==> src/rtl/dmem_responder.sv <==
// Data-memory responder: one load/store at a time over valid/ready, driving a
// 1-cycle-latency single-port SRAM; byte stores are read-modify-write.
module dmem_responder #(
  parameter int unsigned ADDR_WIDTH = 13
) (
  input  logic                  clk,
  input  logic                  reset,
  input  logic                  req_valid,
  output logic                  req_ready,
  input  logic                  req_write,
  input  logic [1:0]            req_size,
  input  logic [31:0]           req_addr,
  input  logic [31:0]           req_wdata,
  output logic                  rsp_valid,
  output logic [31:0]           rsp_rdata,
  output logic                  rsp_error,
  output logic                  sram_en,
  output logic                  sram_we,
  output logic [ADDR_WIDTH-1:0] sram_addr,
  output logic [31:0]           sram_wdata,
  input  logic [31:0]           sram_rdata
);

  typedef enum logic [2:0] {
    S_IDLE,
    S_READ,
    S_READ_WAIT,
    S_WRITE,
    S_RESP,
    S_ERR_RSP
  } state_t;

  state_t r_state;
  state_t w_next;

  logic                  r_write;
  logic                  r_word;
  logic [1:0]            r_lane;
  logic [ADDR_WIDTH-1:0] r_addr;
  logic [31:0]           r_wdata;
  logic [31:0]           r_rsp_rdata;
  logic                  r_rsp_error;

  logic        w_ready;
  logic        w_en;
  logic        w_we;
  logic        w_rsp_valid;
  logic        w_accept;
  logic        w_addr_oor;
  logic        w_req_err;
  logic [7:0]  w_lane_byte;
  logic [31:0] w_merged;
  logic [31:0] w_load_data;

  // Any address bit above the SRAM's byte range makes the request an error.
  assign w_addr_oor = (req_addr >> (ADDR_WIDTH + 2)) != '0;
  assign w_req_err  = req_size[0]
                    | (req_size[1] & (req_addr[1:0] != 2'b00))
                    | w_addr_oor;

  assign req_ready  = w_ready & ~reset;
  assign sram_en    = w_en & ~reset;
  assign sram_we    = w_we & ~reset;
  assign rsp_valid  = w_rsp_valid & ~reset;
  assign w_accept   = req_valid & req_ready;

  assign rsp_rdata  = r_rsp_rdata;
  assign rsp_error  = r_rsp_error;
  assign sram_addr  = r_addr;
  assign sram_wdata = r_wdata;

  assign w_lane_byte = sram_rdata[{r_lane, 3'b000} +: 8];
  assign w_load_data = r_word ? sram_rdata : {24'b0, w_lane_byte};

  always_comb begin
    w_merged = sram_rdata;
    w_merged[{r_lane, 3'b000} +: 8] = r_wdata[7:0];
  end

  always_ff @(posedge clk) begin
    if (reset) r_state <= S_IDLE;
    else       r_state <= w_next;
  end

  always_comb begin
    w_next      = r_state;
    w_ready     = 1'b0;
    w_en        = 1'b0;
    w_we        = 1'b0;
    w_rsp_valid = 1'b0;
    case (r_state)
      S_IDLE: begin
        w_ready = 1'b1;
        if (req_valid) begin
          if (w_req_err)                    w_next = S_ERR_RSP;
          else if (req_write && req_size[1]) w_next = S_WRITE;
          else                              w_next = S_READ;
        end
      end
      S_READ: begin
        w_en   = 1'b1;
        w_next = S_READ_WAIT;
      end
      S_READ_WAIT: w_next = r_write ? S_WRITE : S_RESP;
      S_WRITE: begin
        w_en   = 1'b1;
        w_we   = 1'b1;
        w_next = S_RESP;
      end
      S_RESP: begin
        w_rsp_valid = 1'b1;
        w_next      = S_IDLE;
      end
      S_ERR_RSP: begin
        w_rsp_valid = 1'b1;
        w_next      = S_IDLE;
      end
      default: w_next = S_IDLE;
    endcase
  end

  // Response fields change only on the edge entering RESP/ERR_RSP, so they
  // stay stable between responses.
  always_ff @(posedge clk) begin
    if (reset) begin
      r_write     <= 1'b0;
      r_word      <= 1'b0;
      r_lane      <= '0;
      r_addr      <= '0;
      r_wdata     <= '0;
      r_rsp_rdata <= '0;
      r_rsp_error <= 1'b0;
    end else begin
      case (r_state)
        S_IDLE: begin
          if (w_accept) begin
            r_write <= req_write;
            r_word  <= req_size[1];
            r_lane  <= req_addr[1:0];
            r_addr  <= req_addr[ADDR_WIDTH+1:2];
            r_wdata <= req_wdata;
            if (w_req_err) begin
              r_rsp_rdata <= '0;
              r_rsp_error <= 1'b1;
            end
          end
        end
        S_READ_WAIT: begin
          if (r_write) begin
            r_wdata <= w_merged;
          end else begin
            r_rsp_rdata <= w_load_data;
            r_rsp_error <= 1'b0;
          end
        end
        S_WRITE: begin
          r_rsp_rdata <= '0;
          r_rsp_error <= 1'b0;
        end
        default: ;
      endcase
    end
  end

endmodule

==> config.mk <==
export PLATFORM = sky130hd
export DESIGN_NAME = dmem_responder
export DESIGN_NICKNAME = d
export VERILOG_FILES = /design/src/rtl/dmem_responder.sv
export SDC_FILE = /design/constraint.sdc
export NUM_CORES = 1
export LEC_CHECK = 0
export BUFFER_PORTS_ARGS = -buffer_cell sky130_fd_sc_hd__buf_2
export CAP_MARGIN = 10
export CORE_ASPECT_RATIO = 1.25
export CORE_MARGIN = 1
export CORE_UTILIZATION = 35
export CTS_CLUSTER_DIAMETER = 100
export DETAILED_ROUTE_END_ITERATION = 16
export PLACE_DENSITY_LB_ADDON = 0.08
export SLEW_MARGIN = 20
export SYNTH_ARGS = -nofsm -noshare
export SYNTH_HDL_FRONTEND = slang
export SYNTH_SLANG_ARGS = --single-unit
==> constraint.sdc <==
create_clock -name clk -period 3.8 [get_ports clk]
set_input_delay 0.38 -clock clk [delete_from_list [all_inputs] [get_ports clk]]
set_output_delay 0.38 -clock clk [all_outputs]
set_load 0.02 [all_outputs]
==> flow_summary.ini <==
[detailed_routing]
routed_wl_mm = 13.8
drc = 0
first_pass_iters = 4
drt-initial-drc-count = 197
avgViaCountPerCell = 5.06
antenna_left = 0
wl_per_cell_microns = 16.7
vias = 4187

[clock_network]
insertion_delay_ns = 0.34
cts_buffer_depth = 2
cts_setup_buffers = 0
holdBufCountCts = 0
post_cts_resized = 0
path_clk_slew_ns = 0.06
numCtsBuffers = 9
h-tree-depth = 3
cts_tree = built
cts-root-buf = clkbuf_16
cts_sinks = 85

[power_and_ir_drop]
clockPowerShare = 0.386
ir_drop_mv = 0.225
internal_power_mw = 1.56
sw_frac_of_total = 0.282
pwr-share-seq = 0.447
fin_total_pwr_mw = 2.18
p_per_area_mw_per_mm2 = 390
pwr-share-comb = 0.167
power.switching_mw = 0.613
p_leak_nw = 2.69

[finish]
final_common_cell = buf_2
num-fill-cells = 1217
layout_common_cells = buf_2 (183), nand2_1 (87), dfxtp_1 (85)
fin_util = 0.474
nNetsFinal = 768
drive_gt1_frac = 0.329
syn2layout_area_growth_pct = 29.5
diodes = 0

[logic_synthesis]
synth-main-ff-cell = dfxtp_1
ys_types = 43
ys_async_sr_fraction = 0
ys_warn_count = 0
synth_area_sq_mm = 0.00431
synthesis.nets = 607
synth_edf_count = 0
avgSynthCellArea_sq_um = 8.62
yosysSeqAreaShare = 0.395
synth_cells = 500
ys_seq_elements = 85

[floorplan]
core_area_sq_mm = 0.0118
pin_count = 184
initial_utilization = 0.366
rows = 44
die_w_microns = 101
die_h_microns = 126
die-area_sq_mm = 0.0128

[placed_design]
port_buffers = 183
place_ws_ns = 1.42
hpwl_mm = 10.5
gp_congestion = 0.872

[sta]
worst_slew_pin_slew_ns = 0.742
slew_headroom = 0.506
setup_violations = 0
max_freq_mhz = 416
rsz0062_at_grt = false
fin_tns_setup_ns = 0
fin_crit_sh = 0.632
slew_viol_final = 0
hold_violations = 0
holdWs_ns = 0.221
skew_ns = 0.00494
post-route-min-period_ns = 2.40
setup_ws_ns = 1.40

[critical_path]
path_max_fanout = 67
reg2reg_slack_ns = 1.40
worstSetupPathType = reg2reg
cp-start-kind = flip-flop
crit_required_ns = 4.05
crit_path_end_kind = flip-flop
r2r-start = r_state[1]$_SDFFE_PP0P_
reg2reg_depth = 4
cp_data_arrival_time_ns = 2.66
r2r_end = sram_wdata[4]$_SDFFE_PP0P_

[worst_hold_path]
hold_start = req_addr[13]
hold_path_class = in2reg
holdPathEnd = sram_addr[11]$_SDFFE_PP0P_
worstHoldPathCells = 3

[outcome]
outcome = finished clean

[global_route]
overflow = 0
antenna_found_initial = 0
grt_pass1_vias = 3953
grt_max_degree = 68
grt_usage = 0.217
grt_pass1_wl_mm = 21.3

[job]
maxCapViolCount = 0
area by class of cell:
class / instances / area (sq um) / share of cell area
inverter: 5 / 18.8 / 0.00336
clock buffer: 13 / 260 / 0.0466
clock inverter: 3 / 20.0 / 0.00359
sequential: 85 / 1700 / 0.305
tap: 161 / 201 / 0.0361
timing repair buffer: 191 / 976 / 0.175
multi-input combinational: 369 / 2400 / 0.430
sequential cells by signal (all words and copies together), names as in the netlist:
signal      count
r_state         3
sram_addr      13
r_word          1
rsp_error       1
r_write         1
r_lane          2
rsp_rdata      32
sram_wdata     32
worst max path at each step:
stage | start | endpoint | slack (ns) | cells past startpoint
after floorplan | r_lane[1]$_SDFFE_PP0P_ | sram_wdata[30]$_SDFFE_PP0P_ | 1.43 | 10
after global placement | r_state[1]$_SDFFE_PP0P_ | sram_wdata[4]$_SDFFE_PP0P_ | 1.47 | 4
after detailed placement | r_state[1]$_SDFFE_PP0P_ | sram_wdata[4]$_SDFFE_PP0P_ | 1.42 | 4
after CTS | r_state[1]$_SDFFE_PP0P_ | sram_wdata[4]$_SDFFE_PP0P_ | 1.40 | 4
after global routing | r_lane[1]$_SDFFE_PP0P_ | sram_wdata[12]$_SDFFE_PP0P_ | 1.20 | 6
final | r_state[1]$_SDFFE_PP0P_ | sram_wdata[4]$_SDFFE_PP0P_ | 1.40 | 4
critical path, cell delays in order, from the launching register on:
cell and delay (ns):
dfxtp_1 0.57, or3b_4 0.70, or3_1 0.58, and2_4 0.27, a211oi_2 0.19
synth_stat cells (2+ instances only):
| master | instances | share of area |
|---|---|---|
| a22o_1 | 24 | 0.049 |
| a21oi_1 | 41 | 0.048 |
| o31ai_1 | 4 | 0.0070 |
| o221ai_1 | 5 | 0.010 |
| buf_2 | 6 | 0.0070 |
| nand2b_1 | 38 | 0.055 |
| buf_6 | 3 | 0.0078 |
| nor3b_1 | 8 | 0.014 |
| nor4bb_1 | 2 | 0.0046 |
| and2_1 | 2 | 0.0029 |
| mux2i_1 | 38 | 0.088 |
| a211oi_2 | 8 | 0.023 |
| ha_1 | 5 | 0.015 |
| nand3_1 | 2 | 0.0023 |
| dfxtp_1 | 85 | 0.40 |
| inv_1 | 5 | 0.0044 |
| nor2b_1 | 24 | 0.035 |
| buf_4 | 3 | 0.0052 |
| nand3b_1 | 15 | 0.026 |
| o2111ai_1 | 2 | 0.0041 |
| a2bb2oi_1 | 7 | 0.014 |
| o211ai_1 | 2 | 0.0035 |
| o21ai_0 | 30 | 0.035 |
| nor4_1 | 5 | 0.0073 |
| clkbuf_1 | 26 | 0.023 |
| nand2_1 | 87 | 0.076 |
| buf_1 | 3 | 0.0026 |
| nor2_1 | 5 | 0.0044 |
metrics by stage:
step / instance area, sq um / instances
final: 5580 / 827
after global routing: 5580 / 827
after CTS: 5580 / 827
after detailed placement: 5300 / 811
after global placement: 5300 / 811
after floorplan: 4310 / 500
routing by layer:
metal | share of wire | GRT usage
met1 | 0.44 | 0.279
met2 | 0.47 | 0.351
met3 | 0.063 | 0.0411
met4 | 0.031 | 0.0963
met5 | 0 | 0
logic make-up (layout without fill, tap and decap cells):
kind of cell	Yosys count	after routing	share of synthesized area
AND/OR/NAND/NOR	198	198	0.247
AO/OA/AOI/OAI	127	127	0.203
flip-flops	85	85	0.395
buffers and inverters	46	212	0.0497
multiplexers	39	39	0.0909
adder cells (fa/ha/maj)	5	5	0.0145
power groups by stage:
| stage | clock network [mW] | registers [mW] | logic, mW |
|---|---|---|---|
| 2_1_floorplan | 0 | 1.01 | 0.192 |
| 5_1_grt | 0.899 | 0.977 | 0.395 |
| 6_report | 0.840 | 0.972 | 0.363 |
| 3_5_place_dp | 0 | 0.992 | 0.363 |
| 4_1_cts | 0.861 | 0.972 | 0.364 |
| 3_3_place_gp | 0 | 0.991 | 0.362 |
Power figures use the tool's default switching activity.
